--- src/rtl/seq_match_monitor.sv ---
// -----------------------------------------------------------------------------
// seq_match_monitor
//
// Watches the Mealy match pulse Z of a serial sequence detector. While the
// monitor is running it counts matches in two ways: a saturating grand total
// and a saturating count for the current fixed-length window of WIN_LEN
// cycles. Every window close produces a report for the host, handed over with
// a valid/ack handshake. Alarm latches once any window reaches THRESH
// matches. Overrun latches when a window closes while the previous report has
// not been taken yet.
//
// Handshake (valid/ack): ReportValid rises one cycle after a window close and
// stays high with ReportCount stable until the host samples ReportAck=1 on a
// rising edge. An ack on the same edge as a close hands off the old report
// and loads the new one in one step, so ReportValid stays high with no
// overrun. An ack while ReportValid=0 has no effect. The handshake works in
// both IDLE and RUN.
//
// Ports:
//   CLK          in   clock, rising edge
//   Reset        in   asynchronous reset, active low
//   Z            in   match pulse from the detector
//   En           in   monitoring enable (IDLE <-> RUN)
//   Clear        in   synchronous clear of counts, report and flags
//   ReportAck    in   host acknowledge of the pending report
//   TotalCount   out  saturating count of all matches counted
//   WinCount     out  saturating count of matches in the open window
//   ReportValid  out  a closed-window report is pending
//   ReportCount  out  match count of the reported window
//   Alarm        out  sticky: some window reached THRESH
//   Overrun      out  sticky: a window closed while a report was pending
//   state_dbg    out  current FSM state (0 = IDLE, 1 = RUN)
// -----------------------------------------------------------------------------
module seq_match_monitor #(
  parameter int CNT_W   = 8,
  parameter int WIN_LEN = 16,
  parameter int THRESH  = 3
) (
  input  logic             CLK,
  input  logic             Reset,
  input  logic             Z,
  input  logic             En,
  input  logic             Clear,
  input  logic             ReportAck,
  output logic [CNT_W-1:0] TotalCount,
  output logic [CNT_W-1:0] WinCount,
  output logic             ReportValid,
  output logic [CNT_W-1:0] ReportCount,
  output logic             Alarm,
  output logic             Overrun,
  output logic             state_dbg
);

  localparam int               POS_W    = $clog2(WIN_LEN);
  localparam logic [POS_W-1:0] LAST_POS = POS_W'(WIN_LEN - 1);
  localparam logic [CNT_W-1:0] CNT_MAX  = {CNT_W{1'b1}};
  localparam logic [CNT_W-1:0] THRESH_C = CNT_W'(THRESH);

  typedef enum logic {
    IDLE = 1'b0,
    RUN  = 1'b1
  } state_t;

  state_t           state;
  state_t           next_state;
  logic [POS_W-1:0] pos;

  logic             count_edge;   // a RUN edge with En=1: the window advances
  logic             counting;     // a count_edge that also carries a match
  logic             close_edge;   // last position of the window
  logic             leave_run;    // RUN edge with En=0: partial window dropped
  logic             load_report;  // close edge whose report slot is free
  logic [CNT_W-1:0] win_plus;     // WinCount after this edge's match, saturated

  assign state_dbg = state;

  // ---------------------------------------------------------------------------
  // FSM
  // ---------------------------------------------------------------------------
  always_ff @(posedge CLK or negedge Reset) begin
    if (!Reset) begin
      state <= IDLE;
    end else begin
      state <= next_state;
    end
  end

  always_comb begin
    next_state = state;
    // Clear leaves the FSM where it is.
    if (!Clear) begin
      case (state)
        IDLE:    if (En)  next_state = RUN;
        RUN:     if (!En) next_state = IDLE;
        default: next_state = IDLE;
      endcase
    end
  end

  // ---------------------------------------------------------------------------
  // Per-edge decode
  // ---------------------------------------------------------------------------
  always_comb begin
    count_edge  = (state == RUN) && En;
    counting    = count_edge && Z;
    close_edge  = count_edge && (pos == LAST_POS);
    leave_run   = (state == RUN) && !En;
    // The close-edge match belongs to the closing window, so the report is
    // taken from win_plus rather than from the registered WinCount.
    win_plus    = WinCount;
    if (counting && (WinCount != CNT_MAX)) begin
      win_plus = WinCount + CNT_W'(1);
    end
    load_report = close_edge && (!ReportValid || ReportAck);
  end

  // ---------------------------------------------------------------------------
  // Counters, report slot and sticky flags
  // ---------------------------------------------------------------------------
  always_ff @(posedge CLK or negedge Reset) begin
    if (!Reset) begin
      TotalCount  <= '0;
      WinCount    <= '0;
      pos         <= '0;
      ReportValid <= 1'b0;
      ReportCount <= '0;
      Alarm       <= 1'b0;
      Overrun     <= 1'b0;
    end else if (Clear) begin
      TotalCount  <= '0;
      WinCount    <= '0;
      pos         <= '0;
      ReportValid <= 1'b0;
      ReportCount <= '0;
      Alarm       <= 1'b0;
      Overrun     <= 1'b0;
    end else begin
      if (counting && (TotalCount != CNT_MAX)) begin
        TotalCount <= TotalCount + CNT_W'(1);
      end

      if (close_edge || leave_run) begin
        WinCount <= '0;
        pos      <= '0;
      end else if (count_edge) begin
        WinCount <= win_plus;
        pos      <= pos + POS_W'(1);
      end

      if (counting && (win_plus >= THRESH_C)) begin
        Alarm <= 1'b1;
      end

      if (load_report) begin
        ReportCount <= win_plus;
        ReportValid <= 1'b1;
      end else if (close_edge) begin
        // Slot still busy: keep the old report, flag the lost window.
        Overrun <= 1'b1;
      end else if (ReportValid && ReportAck) begin
        ReportValid <= 1'b0;
      end
    end
  end

endmodule
--- config.mk ---
export PLATFORM = sky130hd
export DESIGN_NAME = seq_match_monitor
export DESIGN_NICKNAME = d
export VERILOG_FILES = /design/src/rtl/seq_match_monitor.sv
export SDC_FILE = /design/constraint.sdc
export NUM_CORES = 1
export LEC_CHECK = 0
export ABC_AREA = 0
export BUFFER_PORTS_ARGS = -buffer_cell sky130_fd_sc_hd__buf_2
export CAP_MARGIN = 5
export CORE_MARGIN = 5
export CORE_UTILIZATION = 54
export DETAILED_ROUTE_END_ITERATION = 10
export PLACE_DENSITY = 0.75
export SYNTH_ARGS = -nofsm -noshare
export SYNTH_HDL_FRONTEND = slang
export SYNTH_SLANG_ARGS = --single-unit
--- constraint.sdc ---
create_clock -name CLK -period 2.4 [get_ports CLK]
set_input_delay 0.36 -clock CLK [delete_from_list [all_inputs] [get_ports CLK]]
set_output_delay 0.36 -clock CLK [all_outputs]
set_load 0.05 [all_outputs]
==> results of run 1 <==
## state kept, by name, summed over array words and instances, names as in the netlist
name,cells
ReportValid,1
Overrun,1
Alarm,1
pos,4
TotalCount,8
ReportCount,8
state_dbg,1
WinCount,8
## cells in the mapped netlist (2+ instances only)
library cell / count
buf_6: 3
xor2_1: 3
clkbuf_1: 5
or3_1: 2
a211oi_1: 5
a22o_1: 3
dfrtp_1: 32
buf_2: 3
xnor2_1: 8
ha_1: 3
o31ai_1: 2
and3_1: 5
nor3_1: 3
a31oi_1: 4
nand2_1: 17
nand4_1: 6
and2_1: 2
a21oi_1: 5
nand3_1: 4
a311oi_1: 3
mux2i_1: 5
o21ai_0: 11
mux2_2: 2
nor2b_1: 2
nor2_1: 20
## critical path: stages, from the launching register on
cell,delay [ns]
dfrtp_1,0.54
and3_1,0.36
and3_1,0.29
a31oi_1,0.11
a2111oi_1,0.37
a311oi_1,0.14
## cell families (layout without fill, tap and decap cells)
logic type	after synthesis	count (layout)	share of synthesized area (%)
buffers and inverters	13	43	4.632
adders and majority gates	3	3	2.206
muxes	7	7	4.265
xor gates and xnor gates	11	11	5.662
and+or+nand+nor	66	66	19.19
AOI/OAI and AO/OA	41	41	16.99
DFF	32	32	47.06
## per-stage QoR
step / total power [mW] / worst slack (ns) / cell area [um^2] / std cells
2_1_floorplan: 0.6086 / 0.3672 / 1702 / 173
3_3_place_gp: 0.6311 / 0.5170 / 1854 / 239
3_5_place_dp: 0.6335 / 0.4533 / 1854 / 239
4_1_cts: 0.9556 / 0.4380 / 1916 / 247
5_1_grt: 0.9920 / 0.2794 / 1916 / 247
6_report: 0.9446 / 0.4453 / 1916 / 247
## area by class of cell
| type | count | area share [%] |
|---|---|---|
| Multi-Input combinational cell | 128 | 42.91 |
| Sequential cell | 32 | 41.80 |
| Timing Repair Buffer | 34 | 9.014 |
| Tap cell | 44 | 2.874 |
| Clock buffer | 6 | 2.678 |
| Clock inverter | 2 | 0.5225 |
| Inverter | 1 | 0.1960 |
## metal layers
metal / GRT usage, % / routed length (um) / vias to the layer above
li1: - / - / 688
met5: 0 / 0 / -
met1: 24.00 / 1652 / 627
met2: 30.73 / 1588 / 36
met4: 8.376 / 70 / 0
met3: 4.762 / 203 / 7
## cell usage in the layout, fill, tap and decap left out, types with 2 or more instances in the layout
cell,n
xnor2_1,8
clkbuf_4,5
nand3_1,4
clkinv_2,2
a21oi_1,5
nand2_1,17
a311oi_1,3
xor2_1,3
a31oi_1,4
buf_2,33
nand4_1,6
nor3_1,3
o21ai_0,11
nor2_1,20
mux2_2,2
o31ai_1,2
and2_1,2
ha_1,3
or3_1,2
a22o_1,3
and3_1,5
mux2i_1,5
nor2b_1,2
a211oi_1,5
dfrtp_1,32
## power by group through the flow
stage	clock network, mW	registers [mW]	logic [mW]
after CTS	0.333	0.553	0.0698
after detailed placement	0	0.564	0.0695
after global placement	0	0.563	0.0681
after global routing	0.358	0.555	0.0788
after floorplan	0	0.572	0.0364
final	0.323	0.553	0.0685
## how the worst min path moves through the flow
stage	endpoint	startpoint	slack, ns
3_3_place_gp	WinCount[5]	Reset	0.44
3_5_place_dp	WinCount[5]	Reset	0.45
5_1_grt	WinCount[5]	Reset	0.12
2_1_floorplan	Alarm	Reset	0.06
6_report	WinCount[3]	Reset	0.07
4_1_cts	WinCount[5]	Reset	0.08
==> results_tabular.tex, run 1 <==
\begin{tabular}{lr}
\hline
Metric & Value \\
\hline
\multicolumn{2}{l}{\textbf{Outcome}} \\
Status & completed \\
\multicolumn{2}{l}{\textbf{Critical path}} \\
Setup crit start & state\_dbg \\
Start-to-end type of the worst setup path & flop to flop \\
Data arrival time at the worst-slack endpoint & roughly 2.2 ns \\
Register-to-register setup slack & about 0.45 ns \\
Critical path capture point type & flop \\
Endpoint of the most critical setup path & Alarm \\
Worst flop-to-flop path endpoint & Alarm \\
Number of cell instances on the worst register-to-register path & 5 \\
CP startpoint kind & flop \\
Data required time of the worst path & between 2 and 3 ns \\
Launching point of the worst reg2reg path & state\_dbg \\
Worst-path fanout max & 12 \\
\multicolumn{2}{l}{\textbf{Power}} \\
Power share of the combinational group & roughly 7.3\% \\
Clock share of power & about a third \\
Power density normalized to cell area & between 400 and 500 mW/mm\^{}2 \\
Net switching power & approximately 0.24 mW \\
Leakage dissipation & 0.8811 nW \\
Maximum vdd drop & about 0.32 mV \\
P\_int & between 0.6 and 0.7 mW \\
Switching part of the total & about a quarter \\
Sequential fraction of design power & slightly below 60\% \\
\multicolumn{2}{l}{\textbf{Timing}} \\
Clock skew after layout & 0.004892 ns \\
Maximum clock frequency & slightly above 0.5 GHz \\
Final worst-path cycle share & 81.45\% \\
Post-route worst hold slack & 0.06670 ns \\
Final worst path period need & 1.955 ns \\
Final Hold Violating Endpoints & 0 \\
Total negative slack for setup checks & 0 ns \\
Final setup violation count & 0 \\
RSZ-0062 raised after global routing & no \\
Number of max-slew violations in the final report & 0 \\
Tightest Pin Transition & between 0.7 and 0.8 ns \\
Max\_slew headroom & $\sim$53\% \\
\multicolumn{2}{l}{\textbf{Logic synthesis}} \\
Count of flip-flops with a built-in enable after synthesis & 0 \\
Post-synthesis instance total & about 170 \\
Mapped Nets & 182 \\
Number of synthesized register bits & 32 \\
Biggest area consumer among synthesized cells & dfrtp\_1 \\
Post-synth design cell area & 0.001702 mm\^{}2 \\
Top post-synthesis cells by area & dfrtp\_1, nor2\_1, xnor2\_1, nand2\_1, o21ai\_0 \\
Fraction of the yosys area taken by sequential cells & 47.06\% \\
Top FF cell, synth & dfrtp\_1 \\
Yosys warning total & 0 \\
Share of async-settable or async-resettable flops after synthesis & 100.0\% \\
Count of different cell masters after synthesis & 40 \\
Share of the synthesized area in the top cell type & a little under half \\
Mean instance size in the synthesized netlist & 9.836 um\^{}2 \\
\multicolumn{2}{l}{\textbf{Global route}} \\
Total GRT Usage & a little under a fifth \\
GRT Residual Overflow & 0 \\
Pin count of the biggest net entering global routing & 33 \\
Global-route wire length before repair & about 6300 um \\
Vias in the first global route & between 1k and 1.5k \\
Number of antenna violations at the first check in global routing & 0 \\
\multicolumn{2}{l}{\textbf{Drt}} \\
First-pass detailed-route iteration total & 4 \\
Per-cell routed wire length & between 10 and 15 um \\
Post-route antenna net violation count & 0 \\
Sum of routed wire length over all layers & approximately 3500 um \\
Number of remaining DRC errors & 0 \\
Vias after detailed routing & between 1k and 1.5k \\
Initial drt markers & just over 60 \\
Mean number of vias per cell & 5.498 \\
\multicolumn{2}{l}{\textbf{Floorplanning}} \\
Die X & $\sim$66 um \\
Starting utilization of the core area & around 56\% \\
I/O pin total & 34 \\
Chip height & between 60 and 70 um \\
Std-Cell Rows & 20 \\
Die ar. & around 0.0044 mm\^{}2 \\
Core footprint & just over 0.003 mm\^{}2 \\
\multicolumn{2}{l}{\textbf{Clocking}} \\
Buffer type at the clock tree root & clkbuf\_4 \\
Worst-path clk slew & $\sim$0.1 ns \\
Post-cts resize count & 0 \\
CTS H-tree lvls & 2 \\
Clock tree from TritonCTS & yes \\
Hold-fix buffer count after cts & 0 \\
Maximum number of buffers from clock root to sink & 2 \\
Insertion delay of the later-clocked pin in the worst-skew pair & between 0.3 and 0.4 ns \\
CTS buffer count & 5 \\
Number of setup buffers added after CTS & 0 \\
Total clock sinks & 32 \\
\multicolumn{2}{l}{\textbf{Final layout}} \\
Area Growth Syn to Fin & 12.57\% \\
Area of the multi-input gates & roughly 820 um\^{}2 \\
Net count, final & approximately 210 \\
Filler cells & $\sim$250 \\
Ant. Diodes & 0 \\
Register area & 800.8 um\^{}2 \\
Share of final-layout standard cells stronger than drive strength 1 & between 20\% and 30\% \\
Share of the core filled with cells & between 60\% and 70\% \\
\multicolumn{2}{l}{\textbf{Placement}} \\
Detailed Place HPWL & $\sim$2600 um \\
Routability congestion estimate & 0.8028 \\
Number of input and output port buffers inserted & 33 \\
\multicolumn{2}{l}{\textbf{Job}} \\
Maxcap violations & 0 \\
\multicolumn{2}{l}{\textbf{Min path}} \\
Worst min-delay path class & primary input to asynchronous set/reset pin \\
\hline
\end{tabular}
No activity file was read; power rests on OpenSTA's default activity.
==> inputs of run 2 (changes only) <==
==> constraint.sdc (replaced) <==
create_clock -name CLK -period 1.8 [get_ports CLK]
set_input_delay 0.27 -clock CLK [delete_from_list [all_inputs] [get_ports CLK]]
set_output_delay 0.27 -clock CLK [all_outputs]
set_load 0.05 [all_outputs]
==> results_tabular.tex, run 2 (same netlist as run 1, synthesis figures left out) <==
\begin{tabular}{lr}
\hline
Metric & Value \\
\hline
\multicolumn{2}{l}{\textbf{Final layout}} \\
Ant. Diodes & 0 (unchanged) \\
Regs by FF count & ReportCount: 8 flops, TotalCount: 8 flops, WinCount: 8 flops \\
Final instance count without filler cells & 262 (+6.1\%) \\
Share of final-layout standard cells stronger than drive strength 1 & 34.40\% (+10 points) \\
Commonest cells after routing, fill and taps aside & buf\_2, dfrtp\_1, nor2\_1 \\
Net count, final & 226 (+7.1\%) \\
Share of the core filled with cells & 68.47\% (+5.2 points) \\
Area Growth Syn to Fin & 21.84\% \\
Most frequent standard cell in the layout excluding fill and tap cells & buf\_2 \\
\multicolumn{2}{l}{\textbf{Placement}} \\
Cell total after placement & 252 (+5.4\%) \\
Detailed Place HPWL & 2988 um (+15\%) \\
Routability congestion estimate & 0.8267 (+3.0\%) \\
Placement-stage worst setup slack & -0.01130 ns (-0.4646 ns) \\
Number of input and output port buffers inserted & 33 (unchanged) \\
\multicolumn{2}{l}{\textbf{Min path}} \\
Number of stages on the worst hold path & 2 \\
Worst min-delay path class & primary input to flop \\
Hold path startpoint & Clear \\
Hold worst-path end & ReportCount[3] \\
\multicolumn{2}{l}{\textbf{Floorplanning}} \\
Std-Cell Rows & 20 (unchanged) \\
Starting utilization of the core area & 56.20\% (unchanged) \\
Chip height & 66.14 um (unchanged) \\
Core footprint & 0.003028 mm\^{}2 (unchanged) \\
Die X & 66.14 um (unchanged) \\
Die ar. & 0.004374 mm\^{}2 (unchanged) \\
I/O pin total & 34 (unchanged) \\
\multicolumn{2}{l}{\textbf{Critical path}} \\
Data arrival time at the worst-slack endpoint & 1.92 ns (-0.24 ns) \\
Register-to-register setup slack & 0.08 ns (-0.36 ns) \\
Launching point of the worst reg2reg path & WinCount[0] \\
Worst flop-to-flop path endpoint & Alarm \\
Worst-path fanout max & 5 (-7) \\
CP startpoint kind & flop \\
Critical path capture point type & flop \\
Data required time of the worst path & 2.00 ns (-0.61 ns) \\
Start-to-end type of the worst setup path & flop to flop \\
Number of cell instances on the worst register-to-register path & 6 (+1) \\
\multicolumn{2}{l}{\textbf{Drt}} \\
Per-cell routed wire length & 15.50 um (+8.9\%) \\
Vias after detailed routing & 1,490 (+9.7\%) \\
Sum of routed wire length over all layers & 4062 um (+16\%) \\
Post-route antenna net violation count & 0 (unchanged) \\
First-pass detailed-route iteration total & 4 (unchanged) \\
Mean number of vias per cell & 5.687 (+3.4\%) \\
Initial drt markers & 88 (+44\%) \\
Number of remaining DRC errors & 0 (unchanged) \\
\multicolumn{2}{l}{\textbf{Clocking}} \\
Buffer type at the clock tree root & clkbuf\_4 \\
Total clock sinks & 32 (unchanged) \\
Maximum number of buffers from clock root to sink & 2 (unchanged) \\
Clock tree from TritonCTS & yes \\
CTS H-tree lvls & 2 (unchanged) \\
Worst-path clk slew & 0.10 ns (about the same) \\
CTS buffer count & 5 (unchanged) \\
Insertion delay of the later-clocked pin in the worst-skew pair & 0.33 ns (about the same) \\
\multicolumn{2}{l}{\textbf{Job}} \\
Maxcap violations & 0 (unchanged) \\
\multicolumn{2}{l}{\textbf{Power}} \\
Maximum vdd drop & 0.3647 mV (+14\%) \\
Leakage dissipation & 0.9481 nW (+7.6\%) \\
Power density normalized to cell area & 638.2 mW/mm\^{}2 (+29\%) \\
\multicolumn{2}{l}{\textbf{Timing}} \\
Clock skew after layout & 0.006666 ns (+0.001774 ns) \\
Final Hold Violating Endpoints & 0 (unchanged) \\
Number of max-slew violations in the final report & 0 (unchanged) \\
Final worst-path cycle share & 95.45\% (+14 points) \\
Max\_slew headroom & 52.86\% (+0.19 points) \\
Tightest Pin Transition & 0.7072 ns (-0.002881 ns) \\
RSZ-0062 raised after global routing & yes \\
Final setup violation count & 0 (unchanged) \\
Maximum clock frequency & 0.5820 GHz (+14\%) \\
Final worst path period need & 1.718 ns (-0.2366 ns) \\
Worst path setup slack after routing & 0.08187 ns (-0.3634 ns) \\
\multicolumn{2}{l}{\textbf{Global route}} \\
Vias in the first global route & 1,467 (+6.8\%) \\
Pin count of the biggest net entering global routing & 33 (unchanged) \\
Number of antenna violations at the first check in global routing & 0 (unchanged) \\
Total GRT Usage & 20.43\% (+1.4 points) \\
GRT Residual Overflow & 0 (unchanged) \\
Global-route wire length before repair & 6803 um (+7.5\%) \\
\multicolumn{2}{l}{\textbf{Outcome}} \\
Status & completed \\
\hline
\end{tabular}
==> run 2: area by class of cell <==
cell class / count / area, um^2
Fill cell: 232 / 954.7
Clock buffer: 8 / 68.82
Timing Repair Buffer: 49 / 291.5
Tap cell: 44 / 55.05
Multi-Input combinational cell: 128 / 843.3
Sequential cell: 32 / 810.8
Inverter: 1 / 3.754
==> run 2: power by group <==
group	switching, mW	internal, mW
Clock	0.240	0.230
Sequential	0.00763	0.726
Combinational	0.0814	0.0384
Total	0.329	0.994
==> run 2: routing by layer <==
layer,track usage [%],share of wire (%),up-vias
met1,26.12,45,726
met2,33.21,49,45
li1,-,-,714
met5,0,0,-
met3,5.102,5.0,5
met4,7.614,1.0,0
==> run 2: how the worst max path moves through the flow <==
stage	cells after the start	startpoint	end	slack, ns
2_1_floorplan	7	WinCount[3]	Alarm	-0.02
3_3_place_gp	6	pos[1]	WinCount[7]	0.09
3_5_place_dp	6	pos[1]	pos[3]	-0.01
4_1_cts	5	WinCount[4]	Alarm	0.06
5_1_grt	7	pos[1]	ReportCount[1]	-0.04
6_report	6	WinCount[0]	Alarm	0.08
==> run 2: through the flow <==
step	power, mW	hold slack, ns	setup TNS, ns	cell area, um^2
2_1_floorplan	0.8122	-0.02559	-0.02321	1718
3_3_place_gp	0.8593	0.3510	0	1967
3_5_place_dp	0.8636	0.3650	-0.02426	1967
4_1_cts	1.331	0.2633	0	2051
5_1_grt	1.385	0.2683	-0.1055	2073
6_report	1.323	0.2745	0	2073
==> run 2: worst max-delay path: stages, from the launching register on <==
cell       delay [ns]
dfrtp_2          0.37
ha_1             0.26
nand4_1          0.20
a21oi_1          0.17
mux2i_1          0.12
a2111oi_2        0.35
a311oi_1         0.13
==> run 2: timing repair <==
action	4_1_cts	5_1_grt
pin swaps	0	0
endpoints found under the hold margin	9	0
buffers inserted	0	1
resized for setup	1	4
setup endpoints to repair	5	14
hold buffers	1	0
